$ cat src/rtl/adsr_envelope_pkg.sv
// adsr_envelope_pkg: shared widths and envelope state encodings.
package adsr_envelope_pkg;
    localparam int ENV_ACC_W = 16;
    localparam int SAMPLE_W  = 8;
    typedef enum logic [2:0] {
        ENV_IDLE    = 3'd0,
        ENV_ATTACK  = 3'd1,
        ENV_DECAY   = 3'd2,
        ENV_SUSTAIN = 3'd3,
        ENV_RELEASE = 3'd4
    } env_state_t;
endpackage

$ cat src/rtl/env_tick_gen.sv
// env_tick_gen: one-cycle tick every 2^PRESCALE_BITS clocks (constant 1 when PRESCALE_BITS=0).
module env_tick_gen #(
    parameter int PRESCALE_BITS = 4
) (
    input  logic clk,
    input  logic rst,
    output logic tick
);
    generate
        if (PRESCALE_BITS == 0) begin : g_every
            assign tick = 1'b1;
        end else begin : g_cnt
            logic [PRESCALE_BITS-1:0] cnt;
            always_ff @(posedge clk or posedge rst)
                if (rst) cnt <= '0;
                else     cnt <= cnt + 1'b1;
            assign tick = &cnt;
        end
    endgenerate
endmodule

$ cat src/rtl/adsr_envelope.sv
// adsr_envelope: gate-driven ADSR envelope scaling an 8-bit sample for the DAC.
module adsr_envelope
    import adsr_envelope_pkg::*;
#(
    parameter int PRESCALE_BITS = 4
) (
    input  logic                 clk,
    input  logic                 rst,
    input  logic                 gate,
    input  logic [7:0]           attack_rate,
    input  logic [7:0]           decay_rate,
    input  logic [7:0]           sustain_level,
    input  logic [7:0]           release_rate,
    input  logic [SAMPLE_W-1:0]  wave_in,
    output logic [SAMPLE_W-1:0]  wave_out,
    output logic [7:0]           env_level,
    output logic [2:0]           env_state
);
    logic                 tick, gate_d, rise, fall;
    env_state_t           state, state_n;
    logic [ENV_ACC_W-1:0] acc, acc_n;
    logic [7:0]           rate;
    logic [ENV_ACC_W:0]   step, sum, diff, target;

    env_tick_gen #(.PRESCALE_BITS(PRESCALE_BITS)) u_tick (.clk(clk), .rst(rst), .tick(tick));

    // 17-bit arithmetic keeps every overflow/underflow comparison wrap-free
    always_comb begin
        rise    = gate & ~gate_d;
        fall    = ~gate & gate_d;
        rate    = state == ENV_ATTACK ? attack_rate : state == ENV_DECAY ? decay_rate : release_rate;
        step    = {9'd0, rate} + 17'd1;
        sum     = {1'b0, acc} + step;
        diff    = {1'b0, acc} - step;
        target  = {1'b0, sustain_level, 8'h00};
        state_n = state;
        acc_n   = acc;
        if (rise)
            state_n = ENV_ATTACK;
        else if (fall && state inside {ENV_ATTACK, ENV_DECAY, ENV_SUSTAIN})
            state_n = ENV_RELEASE;
        else
            case (state)
                ENV_ATTACK: if (tick) begin
                    acc_n   = sum[ENV_ACC_W] ? 16'hFFFF : sum[ENV_ACC_W-1:0];
                    state_n = sum[ENV_ACC_W] ? ENV_DECAY : ENV_ATTACK;
                end
                ENV_DECAY: if (tick) begin
                    acc_n   = {1'b0, acc} <= target + step ? target[ENV_ACC_W-1:0] : diff[ENV_ACC_W-1:0];
                    state_n = {1'b0, acc} <= target + step ? ENV_SUSTAIN : ENV_DECAY;
                end
                ENV_SUSTAIN: acc_n = target[ENV_ACC_W-1:0];
                ENV_RELEASE: if (tick) begin
                    acc_n   = {1'b0, acc} <= step ? '0 : diff[ENV_ACC_W-1:0];
                    state_n = {1'b0, acc} <= step ? ENV_IDLE : ENV_RELEASE;
                end
                default: acc_n = '0;
            endcase
    end

    always_ff @(posedge clk or posedge rst)
        if (rst) begin
            state    <= ENV_IDLE;
            acc      <= '0;
            gate_d   <= 1'b0;
            wave_out <= '0;
        end else begin
            state    <= state_n;
            acc      <= acc_n;
            gate_d   <= gate;
            wave_out <= 8'(({8'd0, wave_in} * ({8'd0, env_level} + 16'd1)) >> 8);
        end

    assign env_level = acc[ENV_ACC_W-1:8];
    assign env_state = state;
endmodule

$ cat config.mk
export PLATFORM = sky130hd
export DESIGN_NAME = adsr_envelope
export DESIGN_NICKNAME = d
export VERILOG_FILES = /design/src/rtl/adsr_envelope_pkg.sv /design/src/rtl/env_tick_gen.sv /design/src/rtl/adsr_envelope.sv
export SDC_FILE = /design/constraint.sdc
export NUM_CORES = 1
export LEC_CHECK = 0
export ABC_AREA = 1
export CAP_MARGIN = 20
export CELL_PAD_IN_SITES_DETAIL_PLACEMENT = 0
export CELL_PAD_IN_SITES_GLOBAL_PLACEMENT = 2
export CORE_MARGIN = 5
export CORE_UTILIZATION = 33
export CTS_CLUSTER_SIZE = 40
export DETAILED_ROUTE_END_ITERATION = 6
export GPL_ROUTABILITY_DRIVEN = 0
export GPL_TIMING_DRIVEN = 0
export PLACE_DENSITY_LB_ADDON = 0.05
export SETUP_SLACK_MARGIN = 0.15
export SYNTH_ARGS = -nofsm -noshare
export SYNTH_HDL_FRONTEND = slang
export SYNTH_SLANG_ARGS = --single-unit
export TNS_END_PERCENT = 5
$ cat constraint.sdc
create_clock -name clk -period 6.04 [get_ports clk]
set_clock_uncertainty 0.1 [all_clocks]
set_input_delay 1.51 -clock clk [delete_from_list [all_inputs] [get_ports clk]]
set_output_delay 1.51 -clock clk [all_outputs]
set_load 0.01 [all_outputs]
# After elaboration in Yosys (flattened, before gate mapping)
# Index checks and enable logic that the tools add are counted.
# totals
wordCells	54
mem_bits_ro	0
out_inout_bits	19
mem_bits_rw	0
latch_bits	0
mem_count	0
regBits	32
# classes
div	0
mux	18
n_reduce_logical	6
addsub	6
order_cmp	2
shift	0
eq_ne	10
bitwise	6
mul	1
# ops
op	count
$mux 16	6
$pmux 16 s4	1
$add 16x9->17	2
$add 8x1->9 const B	2
$mux 3	6
$le 16x17->1	1
$le 16x9->1	1
$mul 8x9->16	1
$mux 8	2
$sub 16x9->16	1
$pmux 3 s3	1
$ne 4x3->1 const B	2
$reduce_and 4->1	2
$eq 3x2->1 const B	2
$ne 2x2->1 const B	3
$reduce_and 5->1	1
$reduce_bool 5->1	1
$add 4x1->4 const B	1
$ne 4x4->1 const B	1
$not 1->1	4
$eq 3x1->1 const B	1
$eq 3x3->1 const B	1
$reduce_bool 3->1	1
$and 1x1->1	2
3 further kinds	3

# Depth between registers and ports, before layout
# Gate-level depths: netlist of the first run.
# depth
depth_word	11
depth_mapped	35

# By module
# From an unflattened synthesis of the first run, not the netlist that was laid out.
# unflattened
cells_unflattened	984
area_unflattened_um2	6314.8
# by_module_without_submodules
module	cells_per_inst	instances	area_per_inst_um2
adsr_envelope	969	1	6155.9
env_tick_gen	15	1	158.9

# Least setup slack after synthesis of the first run
# OpenSTA, ideal clock, no wires.
# synth_path
path_type	input to register
from	in wave_in[4]
to	reg wave_out[4]
path_slack_ns	0.827
path_buffers	0
arrival_time_ns	4.982
stages	16
cell_sequence	inv_1 nor2_1 fa_1 inv_1 fa_1 inv_1 fa_1 inv_1 fa_1 inv_1 ha_1 a21oi_1 o21ai_0 a311oi_1 o21ai_0 xor2_1
# synth_via
elab_chain_len	1
# synth_lines
element	line_no	rtl
start, declared	adsr_envelope.sv:14	input logic [SAMPLE_W-1:0] wave_in,
$mul 8x9->16	adsr_envelope.sv:71	wave_out <= 8'(({8'd0, wave_in} * ({8'd0, env_level} + 16'd1)) >> 8);
end signal, assigned	adsr_envelope.sv:71	
end, declared	adsr_envelope.sv:15	output logic [SAMPLE_W-1:0] wave_out,
# Every way passes these cells.
# A chain may end at the register's enable or synchronous reset.

# Worst setup path after layout of the first run
# Same ends and word-level chain as after synthesis.

==> out/results.tsv, run 1 <==
stage	metric	value	unit
clock_network	numCtsBuffers	5	
floorplan	io-pin-count	62	
synthesis	yosys.area.top_type	nand2_1	
final_layout	fillers	2109	
final_layout	final_cells	1239	
clock_network	hold_buffers	0	
clock_network	clockBufferDepth	2	
sta	hold_violations	0	
worst_setup_path	cp-start-kind	primary input	
floorplan	rows	50	
place	placedCellCount	1231	
global_routing	grt_max_degree	33	
global_routing	grt_pass1_wl	32.0	mm
route	via_per_inst	4.69	
sta	tightest_slew	782	ps
global_routing	grt_pass1_vias	6074	
final_layout	design_area	7260	sq um
sta	drv_slew	0	
global_routing	antenna_found_initial	0	
synthesis	synth_edf_count	0	
clock_network	htree_levels	2	
place	io_buffers	61	
worst_setup_path	critPathTopFamily	adder cells	
route	routed_wl	19.7	mm
global_routing	grt_usage	18.7	%
clock_network	clk_pin_slew_worst_paths	60	ps
clock_network	cts_root_buffer	clkbuf_16	
place	place_area	7070	sq um
worst_setup_path	arrival	5830	ps
global_routing	grt-ovfl-total	0	
sta	post-route-period-util	95.4	%
final_layout	final_layout_size_suffix_gt1_share	9.45	%
synthesis	syn_area	6170	sq um
synthesis	syn_inst	936	
route	drcViolationCount	0	
run	maxCapViolations	0	
worst_setup_path	reg2reg_slack	530	ps
worst_setup_path	path_buf_inv	6	
synthesis	ys.flop_type	dfrtp_1	
final_layout	final_nets	1152	
synthesis	synth_seq_area_share	13.0	%
worst_setup_path	critical_path.max_fanout	7	
route	post_drt_wl_per_cell	15.9	microns
synthesis	ys_top_cells_by_count	nand2_1, inv_1, nor2_1, ha_1, nand3_1	
sta	fin_crit	5760	ps
route	drt_iter0_drc	177	
sta	setup_viol	0	
clock_network	postCtsSetupRepairBufs	0	
synthesis	avgSynthCellArea	6.59	sq um
final_layout	syn2layout_area_growth	17.8	%
worst_setup_path	path_cells	clkdlybuf4s50_1, inv_2, nor2_1, fa_1, inv_1, fa_1, inv_1, fa_1, inv_1, fa_1, inv_1, ha_1, a21oi_2, o21ai_0, a311oi_1, o21ai_1, xor2_1	
worst_setup_path	crit_slowest_cell	fa_1	
hold_path	hold_class	flip-flop to flip-flop	
sta	slew-limit-headroom	47.8	%
worst_setup_path	crit_path_end_kind	flip-flop	
synthesis	yosysMostFrequentCell	nand2_1	
clock_network	clk_latency	300	ps
place	hpwl	16.4	mm
worst_setup_path	cp_data_required_time	6110	ps
sta	rsz0062_at_grt	true	
floorplan	core	18600	sq um
route	drtAntennaViolNets	0	
synthesis	ys_types	48	
worst_setup_path	path_class	primary input to flip-flop	
synthesis	synth_area_leaders	nand2_1, fa_1, dfrtp_1	
synthesis	yosysWarnings	0	
route	firstDrtPassIters	4	
floorplan	fp.dieH	147	microns
sta	setup_tns	0	ps
worst_setup_path	max_stage_delay	590	ps
synthesis	netlist.area_leader.share	14.7	%
floorplan	die-area	21500	sq um
synthesis	ys_seq_elements	32	
run_status	status	complete, no violations	
final_layout	n_antenna_cell	0	
final_layout	final_core_util	39.1	%
clock_network	tritoncts	yes	
synthesis	syn_nets	1084	
clock_network	clkSinkCount	32	
sta	clock.fmax	0.174	GHz
route	vias	5812	
synthesis	synth-async-reset-ratio	100	%
floorplan	die_w	147	microns
floorplan	start_util	33.2	%
## stage by stage
stage / hold slack, ps / worst slack [ps]
after floorplan: 321 / 827
after global placement: 349 / -264
after detailed placement: 348 / -209
after CTS: 359 / 121
after global routing: 385 / 82.0
final: 352 / 278
## registers in the layout, summed over array words and instances (netlist names)
signal,count
acc,16
env_state,3
gate_d,1
u_tick.g_cnt.cnt,4
wave_out,8
## worst paths after layout
check                      cells after the start             endpoint           startpoint
setup / recovery                              17          wave_out[4]           wave_in[4]
hold / removal                                 1  u_tick.g_cnt.cnt[0]  u_tick.g_cnt.cnt[0]
setup reg to reg                              18          wave_out[7]               acc[8]
hold reg to reg                                1  u_tick.g_cnt.cnt[0]  u_tick.g_cnt.cnt[0]
max in group asynchronous                      2               acc[8]                  rst
min in group asynchronous                      2  u_tick.g_cnt.cnt[3]                  rst
## cells by family after synthesis
| logic type | synth area share [%] |
|---|---|
| xor gates and xnor gates | 6.37 |
| and+or+nand+nor | 33.0 |
| adders and majority gates | 26.4 |
| AOI/OAI and AO/OA | 7.85 |
| buffers and inverters | 13.4 |
| DFF | 13.0 |
## layer usage
layer	global-route usage, %	routed length [microns]
met2	36.2	10300
met4	3.29	256
met3	1.94	561
met1	22.5	8550
met5	0	0
## layout by cell type (no fill, tap or decap), types with 4 or more instances in the layout
cell | synthesis | layout
nor2_2 | 5 | 8
fa_1 | 42 | 42
a21oi_1 | 38 | 37
o21ai_2 | 5 | 5
ha_1 | 63 | 62
nor2_4 | 4 | 4
buf_4 | 11 | 11
o21ai_0 | 14 | 13
xnor2_1 | 9 | 9
clkbuf_16 | 0 | 5
a21oi_2 | 4 | 5
nand2_2 | 8 | 8
nor3_1 | 9 | 7
nand4_1 | 12 | 12
nand3_1 | 62 | 61
inv_2 | 8 | 15
clkdlybuf4s50_1 | 0 | 61
buf_2 | 10 | 10
nor2_1 | 115 | 112
a21o_1 | 4 | 4
dfrtp_1 | 32 | 31
xor2_1 | 34 | 33
nand2_1 | 242 | 242
inv_1 | 166 | 159
## final cells by class
cell class	instances	area (sq um)	area share (%)
clock buffers	5	125	1.72
multi-input cells	703	4580	63.1
clock inverters	3	23.8	0.327
well taps	234	293	4.03
flip-flops and latches	32	802	11.0
plain buffers	24	159	2.19
inverters	177	667	9.18
repair buffers	61	611	8.41
## repair_timing
item | 4_1_cts | 5_1_grt
endpoints found under the hold margin | 0 | 0
setup endpoints to repair | 3 | 22
gates resized for setup | 3 | 16
Power of run 1 is left out: the tool's default activity adds up to more than one toggle a clock period on the data nets, which glitch-free logic cannot reach.
==> run 2: changes to the inputs <==
--- a/config.mk
+++ b/config.mk
@@ -15,7 +15,7 @@
 export DETAILED_ROUTE_END_ITERATION = 6
 export GPL_ROUTABILITY_DRIVEN = 0
 export GPL_TIMING_DRIVEN = 0
-export PLACE_DENSITY_LB_ADDON = 0.05
+export PLACE_DENSITY_LB_ADDON = 0.25
 export SETUP_SLACK_MARGIN = 0.15
 export SYNTH_ARGS = -nofsm -noshare
 export SYNTH_HDL_FRONTEND = slang
==> out/results.tsv, run 2 (synthesized netlist as in run 1, its figures left out) <==
stage	metric	value	unit
clock_network	htree_levels	2	
sta	finalWorstSetupSlack	381	ps
floorplan	rows	50	
hold_path	hold_end	u_tick.g_cnt.cnt[0]	
worst_setup_path	cp_data_required_time	6110	ps
final_layout	design_area	7280	sq um
worst_setup_path	path_class	primary input to flip-flop	
run	maxCapViolations	0	
place	place_ws	-107	ps
sta	tightest_slew	845	ps
sta	whs	350	ps
route	routed_wl	19.0	mm
final_layout	multiInputGateArea	4570	sq um
floorplan	fp.dieH	147	microns
hold_path	hold_class	flip-flop to flip-flop	
final_layout	ff_latch_area	802	sq um
worst_setup_path	crit_slowest_cell	fa_1	
worst_setup_path	reg2reg_slack	560	ps
worst_setup_path	path_buf_inv	6	
final_layout	syn2layout_area_growth	18.1	%
global_routing	grt_usage	18.0	%
clock_network	tritoncts	yes	
worst_setup_path	arrival	5730	ps
place	hpwl	15.8	mm
sta	drv_slew	0	
clock_network	clk_pin_slew_worst_paths	60	ps
worst_setup_path	critPathTopFamily	adder cells	
final_layout	largest_reg_flops	16	
global_routing	grt_pass1_wl	30.8	mm
route	drcViolationCount	0	
hold_path	worstHoldPathCells	1	
route	drt_iter0_drc	315	
floorplan	die-area	21500	sq um
final_layout	layout_commonest_cell	nand2_1	
clock_network	cts_root_buffer	clkbuf_16	
floorplan	die_w	147	microns
worst_setup_path	timing.rr.end	wave_out[4]	
final_layout	n_antenna_cell	0	
final_layout	top_regs	acc (16), wave_out (8), u_tick.g_cnt.cnt (4)	
sta	post-route-period-util	93.7	%
global_routing	grt_pass1_vias	5931	
final_layout	layout_common_cells	nand2_1, inv_1, nor2_1, ha_1	
sta	setup_viol	0	
final_layout	fillers	2081	
sta	hold_violations	0	
place	io_buffers	61	
floorplan	core	18600	sq um
worst_setup_path	cp-start-kind	primary input	
clock_network	clockBufferDepth	2	
clock_network	clk_latency	300	ps
global_routing	grt-ovfl-total	0	
floorplan	start_util	33.2	%
worst_setup_path	max_stage_delay	570	ps
sta	rsz0062_at_grt	true	
route	post_drt_wl_per_cell	15.3	microns
worst_setup_path	crit_path_end_kind	flip-flop	
route	via_per_inst	4.64	
worst_setup_path	critical_path.max_fanout	7	
worst_setup_path	r2r_start	acc[8]	
run_status	status	complete, no violations	
global_routing	grt_max_degree	19	
final_layout	final_layout_size_suffix_gt1_share	9.15	%
clock_network	clkSinkCount	32	
final_layout	final_nets	1153	
hold_path	hp-start	u_tick.g_cnt.cnt[0]	
final_layout	final_core_util	39.2	%
route	vias	5754	
route	drtAntennaViolNets	0	
worst_setup_path	path_cells	clkdlybuf4s50_1, inv_4, nor2_1, fa_1, inv_1, fa_1, inv_1, fa_1, inv_1, fa_1, inv_1, ha_1, a21oi_2, o21ai_0, a311oi_1, o21ai_0, xor2_1	
sta	fin_crit	5660	ps
sta	slew-limit-headroom	43.5	%
clock_network	numCtsBuffers	5	
place	place_area	7100	sq um
floorplan	io-pin-count	62	
worst_setup_path	rr_worst_depth	18	
route	firstDrtPassIters	5	
final_layout	top_register	acc	
sta	clock.fmax	0.177	GHz
global_routing	antenna_found_initial	0	
[run 2: cell count changes in the layout (fill, tap and decap cells not counted), sizes merged]
cell	delta
buf	+1
clkbuf	+2
clkinv	-1
clkinvlp	-1
[run 2: layout make-up]
cell class                      instances  share of cell area [%]
Multi-Input combinational cell        703                    62.8
Sequential cell                        32                    11.0
Inverter                              177                    9.19
Timing Repair Buffer                   62                    8.76
Tap cell                              234                    4.02
Buffer                                 24                    2.18
Clock buffer                            7                    1.96
Clock inverter                          1                   0.103
[run 2: routing by layer]
metal	share of wire [%]	global-route usage, %	vias up
met1	45	22.7	2612
met3	3.0	1.97	27
met4	2.4	5.74	0
met2	50	32.0	102
met5	0	0	-
li1	-	-	3013
[run 2: timing repair]
item / 4_1_cts / 5_1_grt
hold buffers: 0 / 0
endpoints found under the setup margin: 0 / 19
resized for setup: 0 / 16
buffers inserted: 0 / 0
endpoints found under the hold margin: 0 / 0
[run 2: worst max path at each step]
stage | startpoint | end | slack (ps) | cells past startpoint
6_report | wave_in[4] | wave_out[4] | 380 | 17
5_1_grt | wave_in[6] | wave_out[7] | 140 | 15
4_1_cts | wave_in[4] | wave_out[5] | 200 | 17
3_5_place_dp | wave_in[4] | wave_out[5] | -110 | 17
3_3_place_gp | wave_in[4] | wave_out[4] | -110 | 17
2_1_floorplan | wave_in[4] | wave_out[4] | 830 | 16
[run 2: per-stage QoR]
step	TNS, ps	std cells
detailed placement	-354	1232
CTS	0	1240
global route	0	1240
global placement	-322	1231
finish	0	1240
floorplan	0	936
Power of run 2 is left out for the same reason.
